**src/rtl/shift_sequencer.sv**
```systemverilog
// Multi-cycle shifter: breaks an 8-bit shift count into steps of at most MAX_STEP.
// Optional macro FAST_PATH_EN normalises the remaining count at accept time.
module shift_sequencer #(
    parameter int MAX_STEP = 7
) (
    input  logic       i_clk,
    input  logic       i_reset,
    input  logic       i_start,
    input  logic [1:0] i_opcode,
    input  logic [7:0] i_data1,
    input  logic [7:0] i_amount,
    output logic       o_busy,
    output logic       o_done,
    output logic [7:0] o_result,
    output logic       o_zero
);

    typedef enum logic [1:0] {
        S_IDLE  = 2'd0,
        S_SHIFT = 2'd1,
        S_DONE  = 2'd2
    } state_t;

    localparam logic [1:0] OP_SLL = 2'b00;
    localparam logic [1:0] OP_SRL = 2'b01;
    localparam logic [1:0] OP_SRA = 2'b10;

    state_t      r_state;
    state_t      w_next;
    logic [7:0]  r_work;
    logic [1:0]  r_op;
    logic [7:0]  r_rem;
    logic [7:0]  r_result;
    logic        r_zero;

    logic        w_accept;
    logic [2:0]  w_step;
    logic [7:0]  w_rem_next;
    logic [7:0]  w_rem_init;
    logic [7:0]  w_work_next;
    logic [15:0] w_rot;

    assign w_accept = i_start && ((r_state == S_IDLE) || (r_state == S_DONE));

    always_comb begin
        w_step = r_rem[2:0];
        if (r_rem > 8'(MAX_STEP)) begin
            w_step = 3'(MAX_STEP);
        end
    end

    assign w_rem_next = r_rem - {5'd0, w_step};
    assign w_rot      = {r_work, r_work} >> w_step;

    always_comb begin
        w_work_next = w_rot[7:0];
        case (r_op)
            OP_SLL:  w_work_next = r_work << w_step;
            OP_SRL:  w_work_next = r_work >> w_step;
            OP_SRA:  w_work_next = $signed(r_work) >>> w_step;
            default: w_work_next = w_rot[7:0];
        endcase
    end

`ifdef FAST_PATH_EN
    // Rotation repeats every 8; linear shifts saturate after 8, so 8 suffices.
    always_comb begin
        w_rem_init = i_amount;
        if (i_opcode == 2'b11) begin
            w_rem_init = {5'd0, i_amount[2:0]};
        end else if (i_amount > 8'd8) begin
            w_rem_init = 8'd8;
        end
    end
`else
    assign w_rem_init = i_amount;
`endif

    always_comb begin
        w_next = r_state;
        case (r_state)
            S_IDLE:  if (w_accept) w_next = S_SHIFT;
            S_SHIFT: if (w_rem_next == 8'd0) w_next = S_DONE;
            S_DONE:  w_next = w_accept ? S_SHIFT : S_IDLE;
            default: w_next = S_IDLE;
        endcase
    end

    always_ff @(posedge i_clk) begin
        if (!i_reset) begin
            r_state  <= S_IDLE;
            r_work   <= 8'h00;
            r_op     <= 2'b00;
            r_rem    <= 8'h00;
            r_result <= 8'h00;
            r_zero   <= 1'b1;
        end else begin
            r_state <= w_next;
            if (w_accept) begin
                r_work <= i_data1;
                r_op   <= i_opcode;
                r_rem  <= w_rem_init;
            end else if (r_state == S_SHIFT) begin
                r_work <= w_work_next;
                r_rem  <= w_rem_next;
                if (w_rem_next == 8'd0) begin
                    r_result <= w_work_next;
                    r_zero   <= (w_work_next == 8'h00);
                end
            end
        end
    end

    assign o_busy   = (r_state == S_SHIFT);
    assign o_done   = (r_state == S_DONE);
    assign o_result = r_result;
    assign o_zero   = r_zero;

endmodule

```
**config.mk**
```make
export PLATFORM = sky130hd
export DESIGN_NAME = shift_sequencer
export DESIGN_NICKNAME = d
export VERILOG_FILES = /design/src/rtl/shift_sequencer.sv
export SDC_FILE = /design/constraint.sdc
export NUM_CORES = 1
export LEC_CHECK = 0
export ABC_AREA = 1
export CORE_ASPECT_RATIO = 1.5
export CORE_MARGIN = 2
export CORE_UTILIZATION = 52
export CTS_BUF_LIST = sky130_fd_sc_hd__clkbuf_8
export CTS_CLUSTER_SIZE = 20
export DETAILED_ROUTE_END_ITERATION = 8
export MAX_ROUTING_LAYER = met4
export PLACE_DENSITY = 0.79
export SYNTH_ARGS = -nofsm -noshare
export SYNTH_HDL_FRONTEND = slang
export SYNTH_SLANG_ARGS = --single-unit
```
**constraint.sdc**
```tcl
create_clock -name i_clk -period 1.81 [get_ports i_clk]
set_input_delay 0.2715 -clock i_clk [delete_from_list [all_inputs] [get_ports i_clk]]
set_output_delay 0.2715 -clock i_clk [all_outputs]
set_load 0.005 [all_outputs]
```
* Word-level counts from Yosys, hierarchy flattened
Index checks and enable logic that the tools add are counted.
** Word-level totals
- Output and inout bits :: 11
- Logic and storage cells :: 38
- Bits of input ports :: 21
- Register bits after elaboration :: 29
** Operators by class
- Shift-type cells :: 4
- Reductions and logical operators :: 9
- $lt $le $gt $ge :: 1
- Mux-type cells :: 10
- Bitwise operators :: 1
- Eq/ne operators :: 6
- Add/subtract/negate cells :: 1
** Operator list (count)
- $mux 8 :: 4
- $pmux 8 s3 :: 1
- $logic_not 8->1 :: 2
- $shr 16x3->8 :: 1
- $gt 8x3->1 const B :: 1
- $shl 8x3->8 :: 1
- $shr 8x3->8 :: 1
- $sshr 8x3->8 :: 1
- $sub 8x3->8 :: 1
- $pmux 2 s3 :: 1
- $eq 2x1->1 const B :: 2
- $eq 2x2->1 const B :: 2
- $logic_not 2->1 :: 2
- $mux 2 :: 2
- $mux 3 :: 1
- $reduce_and 3->1 :: 1
- $ne 2x1->1 const B :: 1
- $ne 2x2->1 const B :: 1
- $reduce_and 2->1 :: 1
- $reduce_bool 2->1 :: 1
- $logic_and 1x1->1 :: 1
- $logic_or 1x1->1 :: 1
- $mux 1 :: 1
- $not 1->1 :: 1

* Logic depth before layout (Yosys ltp)
- Word-level depth :: 6
- Gate-level depth with buffers :: 17

* Worst setup path after synthesis
OpenSTA, ideal clock, no wires.
- Path kind :: reg-to-reg
- From :: register r_rem[3]
- To :: register r_zero (netlist: o_zero)
- Path slack :: -0.174 ns
- Cell stages (with the launch flop) :: 17
- Arrival time :: 1.870 ns
- Data required time :: 1.695 ns
- Library setup time :: 0.115 ns
- Period minus slack after synthesis :: 1.984 ns
- Cell sequence :: dfxtp_1 -> inv_4 -> nand2_4 -> nor2_8 -> nand2_8 -> nand2_4 -> ha_1 -> inv_1 -> nand2_1 -> nand2_1 -> nor2_1 -> nand3_1 -> nor2_2 -> nand4_2 -> buf_6 -> a21oi_1 -> nand2_1
** On the way
- Longest elaborated chain between the ends :: 5
- Elaborated cells on any way between the ends :: 11
- Those cells by class :: add/sub: 1; order compare: 1; shift: 4; mux: 2; reduce/logical: 3
** Ends and longest elaborated chain
- from (decl) :: RTL line 32 : logic [7:0] r_rem;
- from (signal assigned) :: RTL line 102 : r_rem <= w_rem_init;
- from (signal assigned) :: RTL line 105 : r_rem <= w_rem_next;
- $gt 8x3->1 :: RTL line 47 : if (r_rem > 8'(MAX_STEP)) begin
- $mux 3 :: RTL line 47
- $sub 8x3->8, or another cell as far along :: RTL line 52 : assign w_rem_next = r_rem - {5'd0, w_step};
- $logic_not 8->1 or $pmux 8 s3 (tied branches) :: RTL line 106, 57
- $reduce_and 3->1 (no line) or $logic_not 8->1 (tied branches)
- to (signal assigned) :: RTL line 108 : r_zero <= (w_work_next == 8'h00);
- to (decl) :: RTL line 34 : logic r_zero;
Parallel ways exist; a longest one is shown, timed or not.
A chain may end at the register's enable or synchronous reset.

* Final worst setup path
- From :: register r_rem[4]
- To :: register r_result[5] (netlist: o_result[5])
** On the way
- Longest elaborated chain between the ends :: 5
- Elaborated cells on any way between the ends :: 10
- Those cells by class :: add/sub: 1; order compare: 1; shift: 4; mux: 2; reduce/logical: 2
** Ends and longest elaborated chain
- $gt 8x3->1 :: RTL line 47
- $mux 3 :: RTL line 47
- $sub 8x3->8 :: RTL line 52
- $logic_not 8->1 :: RTL line 106 : if (w_rem_next == 8'd0) begin
- $reduce_and 3->1 (no line)
- to (signal assigned) :: RTL line 107 : r_result <= w_work_next;
- to (decl) :: RTL line 33 : logic [7:0] r_result;
Parallel ways exist; a longest one is shown, timed or not.

==> results.txt <==
----------------------------------------------------
[Worst setup path]
  Critical-path top delay cell ... dfxtp_2
  Arrival time at the worst endpoint ... approximately 2.3 ns
  Delay of the slowest critical-path stage ... about 0.33 ns
  List of cells traversed by the critical path ... buf_4 > nor2_4 > buf_4 > nand4_2 > buf_12 > nand2_1 > nand3_4 > a21oi_2 > nand2_2 > nand2_2 > nor2_2 > buf_4 > buf_4 > o21ai_2
  CP max FO ... 14
  Critical path launch point type ... register
  Critical Path Most Common Cell ... buf_4
  Endpoint kind of the worst setup timing path ... register
  Reg2reg start ... r_rem[4]
  Largest delay share family, worst path ... buffers and inverters
  Beginning of the critical path ... r_rem[4]
  Buffering stage count on the worst path with inverters included ... 5
  CP required ... between 2 and 2.5 ns
  Category of the most critical setup path ... reg2reg

[Synthesis]
  Warnings from Yosys ... 0
  Cell count after synthesis ... 390
  Top FF cell, synth ... dfxtp_1
  Post-Synthesis Net Count ... 412
  Number of synthesized register bits ... 29
  Mapped cell area ... about 2400 µm²
  Count of cell types in the netlist ... 32
  Share of synthesized area occupied by flip-flops and latches ... 24.1%
  Proportion of synthesized flip-flops having asynchronous set or reset ... 0%
  Synthesized area per cell ... about 6.2 µm²
  Post-synth EDFFs ... 0

[STA]
  Total count of hold-check failures in the final report ... 0
  Worst slew margin relative to its limit ... between 60% and 70%
  Worst setup skew after layout ... between 0.005 and 0.006 ns
  Setup violations, final ... 19
  Final min period ... about 2.1 ns
  Final Cycle Share ... 114%
  Least setup slack across all paths after layout ... -0.247 ns
  RSZ-0062 raised after global routing ... yes
  FMAX ... a little under 500 MHz
  Pin slew with the least headroom to its limit ... around 0.48 ns
  Final Max Tran Viols ... 0

[Outcome]
  Violations in the final reports ... negative setup slack
  Run status ... complete, but fails checks

[Finish]
  Most common cell after layout, fill and taps aside ... nand2_1
  Count of antenna diodes in the layout ... 0
  Layout cell share with drive strength beyond 1 ... around a third
  Signed area change from the synthesized netlist to the final layout ... 44.8%
  Count of nets after finishing ... 489
  Commonest cells after routing, fill and taps aside ... nand2_1 (121), nand3_1 (46), buf_4 (42)

[Pwr]
  Pwr dens ... ~960 nW/µm²
  Max rail drop VDD ... 0.705 mV
  Pleak ... 1.60 nW
  Overall power of the completed layout ... about 3.3 mW

[Floorplan]
  Vertical die dimension ... about 87 µm
  Std-Cell Rows ... 30
  CORE AREA ... ~4500 µm²
  Horizontal extent of the die ... just under 60 µm
  Ports placed on the boundary ... 32
  Starting density of the core ... between 50% and 60%
  Die area ... ~5200 µm²

[CTS]
  CTS tree ... done
  Total CTS buffers ... 5
  Clock tree sinks ... 29
  Clock latency on the worst-skew pair ... 0.28 ns
  CTS root buffer ... clkbuf_8
  Max clock buf depth ... 2
  Number of buffers inserted by hold repair at cts ... 0
  H-tree depth ... 2
  Clk slew on worst S/H paths ... roughly 0.070 ns

[Global route]
  Number of antenna violations at the first check in global routing ... 0
  Sum of overflow across all layers after global routing ... 0
  Global-route wire length before repair ... between 10000 and 15000 µm
  Combined global-route utilization of all metal layers ... ~33%
  Number of global-route vias before repair ... between 2000 and 3000
  Maximum number of pins on one net before global-route repair ... 18

[Routing]
  Drt wl/cell ... about 15 µm
  Number of vias in the routed layout ... between 2000 and 3000
  Total Routed Length ... ~8000 µm
  First drt pass iteration count ... 5
  Average via count per standard cell ... about 5.5
  Violation count after the first detailed-route iteration ... 145
  Remaining number of nets flagged by the antenna check after routing ... 0
  Number of DRC violations after detailed routing ... 0

[Place]
  Post-detail-place hpwl ... about 5900 µm
  Routability-driven placement congestion ratio ... approximately 0.96
  Count of buffers inserted at the top-level ports ... 31
  Pre-CTS worst setup slack ... -0.204 ns

[Run]
  Max capacitance violation total ... 0

[Worst hold path]
  Beginning of the worst hold path ... o_result[7]
  Hold Path Class ... reg2reg

----------------------------------------------------
[worst register-to-register path: stages, from the launching register on]
cell	delay (ns)
dfxtp_2	0.33
buf_4	0.14
nor2_4	0.15
buf_4	0.15
nand4_2	0.12
buf_12	0.18
nand2_1	0.12
nand3_4	0.09
a21oi_2	0.15
nand2_2	0.07
nand2_2	0.09
nor2_2	0.05
buf_4	0.12
buf_4	0.12
o21ai_2	0.13
[Yosys cell counts, types with 2 or more instances]
cell        n  area, µm²
buf_6       4       45.0
dfxtp_1    29        581
o21ai_0     6       30.0
nand3b_1    2       15.0
a21oi_1    17       85.1
nor2_1     25       93.8
a21boi_1    2       15.0
o21ai_1     2       10.0
nand2_4     4       45.0
nor2_2      5       31.3
nand2_2     5       31.3
nor2_4      2       22.5
buf_2       3       15.0
nand3_2     7       70.1
nor2_8      3       60.1
a31oi_1    13       81.3
nand3_4     4       70.1
inv_1      30        113
nand4_2     2       25.0
nand2_1   150        563
nand3_1    55        275
clkbuf_1    5       18.8
inv_2       6       22.5
[final cells by class]
class,instances,area (µm²)
inverter,37,144
timing repair buffer,84,785
tap,48,60.1
sequential,29,584
fill,340,1020
clock buffer,5,68.8
clock inverter,3,13.8
multi-input combinational,310,1830
[state kept, by name, summed over array words and instances, names as in the netlist]
register / cells
o_result: 8
o_zero: 1
r_op: 2
r_rem: 8
r_state: 2
r_work: 8
[power by group]
part | internal (mW) | total (mW) | switching (mW)
clock network | 0.260 | 0.516 | 0.256
logic | 0.863 | 2.10 | 1.23
registers | 0.690 | 0.730 | 0.0398
[repair_timing]
item | in CTS | in global routing
setup buffers | 9 | 2
pin swaps | 12 | 16
resized for setup | 49 | 25
endpoints found under the setup margin | 17 | 19
[metrics by stage]
step | cell area [µm²] | hold WS, ns | instances | setup TNS [ns] | utilization (%)
final | 3490 | 0.465 | 516 | -3.40 | 77.4
after floorplan | 2440 | 0.397 | 390 | -0.246 | -
after detailed placement | 3080 | 0.454 | 498 | -2.23 | 68.4
after CTS | 3390 | 0.467 | 514 | -2.82 | 75.4
after global placement | 3080 | 0.449 | 498 | -1.58 | 68.4
after global routing | 3490 | 0.490 | 516 | -5.62 | 77.4
[path summary, 6_finish.rpt]
check / endpoint / cells after the start / slack [ns]
max: o_result[5] / 14 / -0.25
min: o_result[7] / 2 / 0.46
max reg2reg: o_result[5] / 14 / -0.25
min reg2reg: o_result[7] / 2 / 0.46
[per-layer routing]
| layer | wire length [µm] | vias up | global-route usage [%] |
|---|---|---|---|
| met5 | 0 | - | - |
| met1 | 2960 | 1318 | 34.6 |
| met4 | 395 | 0 | 17.6 |
| met3 | 299 | 28 | 3.12 |
| met2 | 4200 | 90 | 57.9 |
| li1 | - | 1418 | - |
[kinds of logic after synthesis]
logic type                 Yosys count  synth area share (%)
and+or+nand+nor                    267                  55.4
buffers and inverters               51                  10.1
AOI/OAI and AO/OA                   42                  9.88
DFF                                 29                  24.1
adders and majority gates            1                 0.520
No activity file was read; power rests on OpenSTA's default activity.
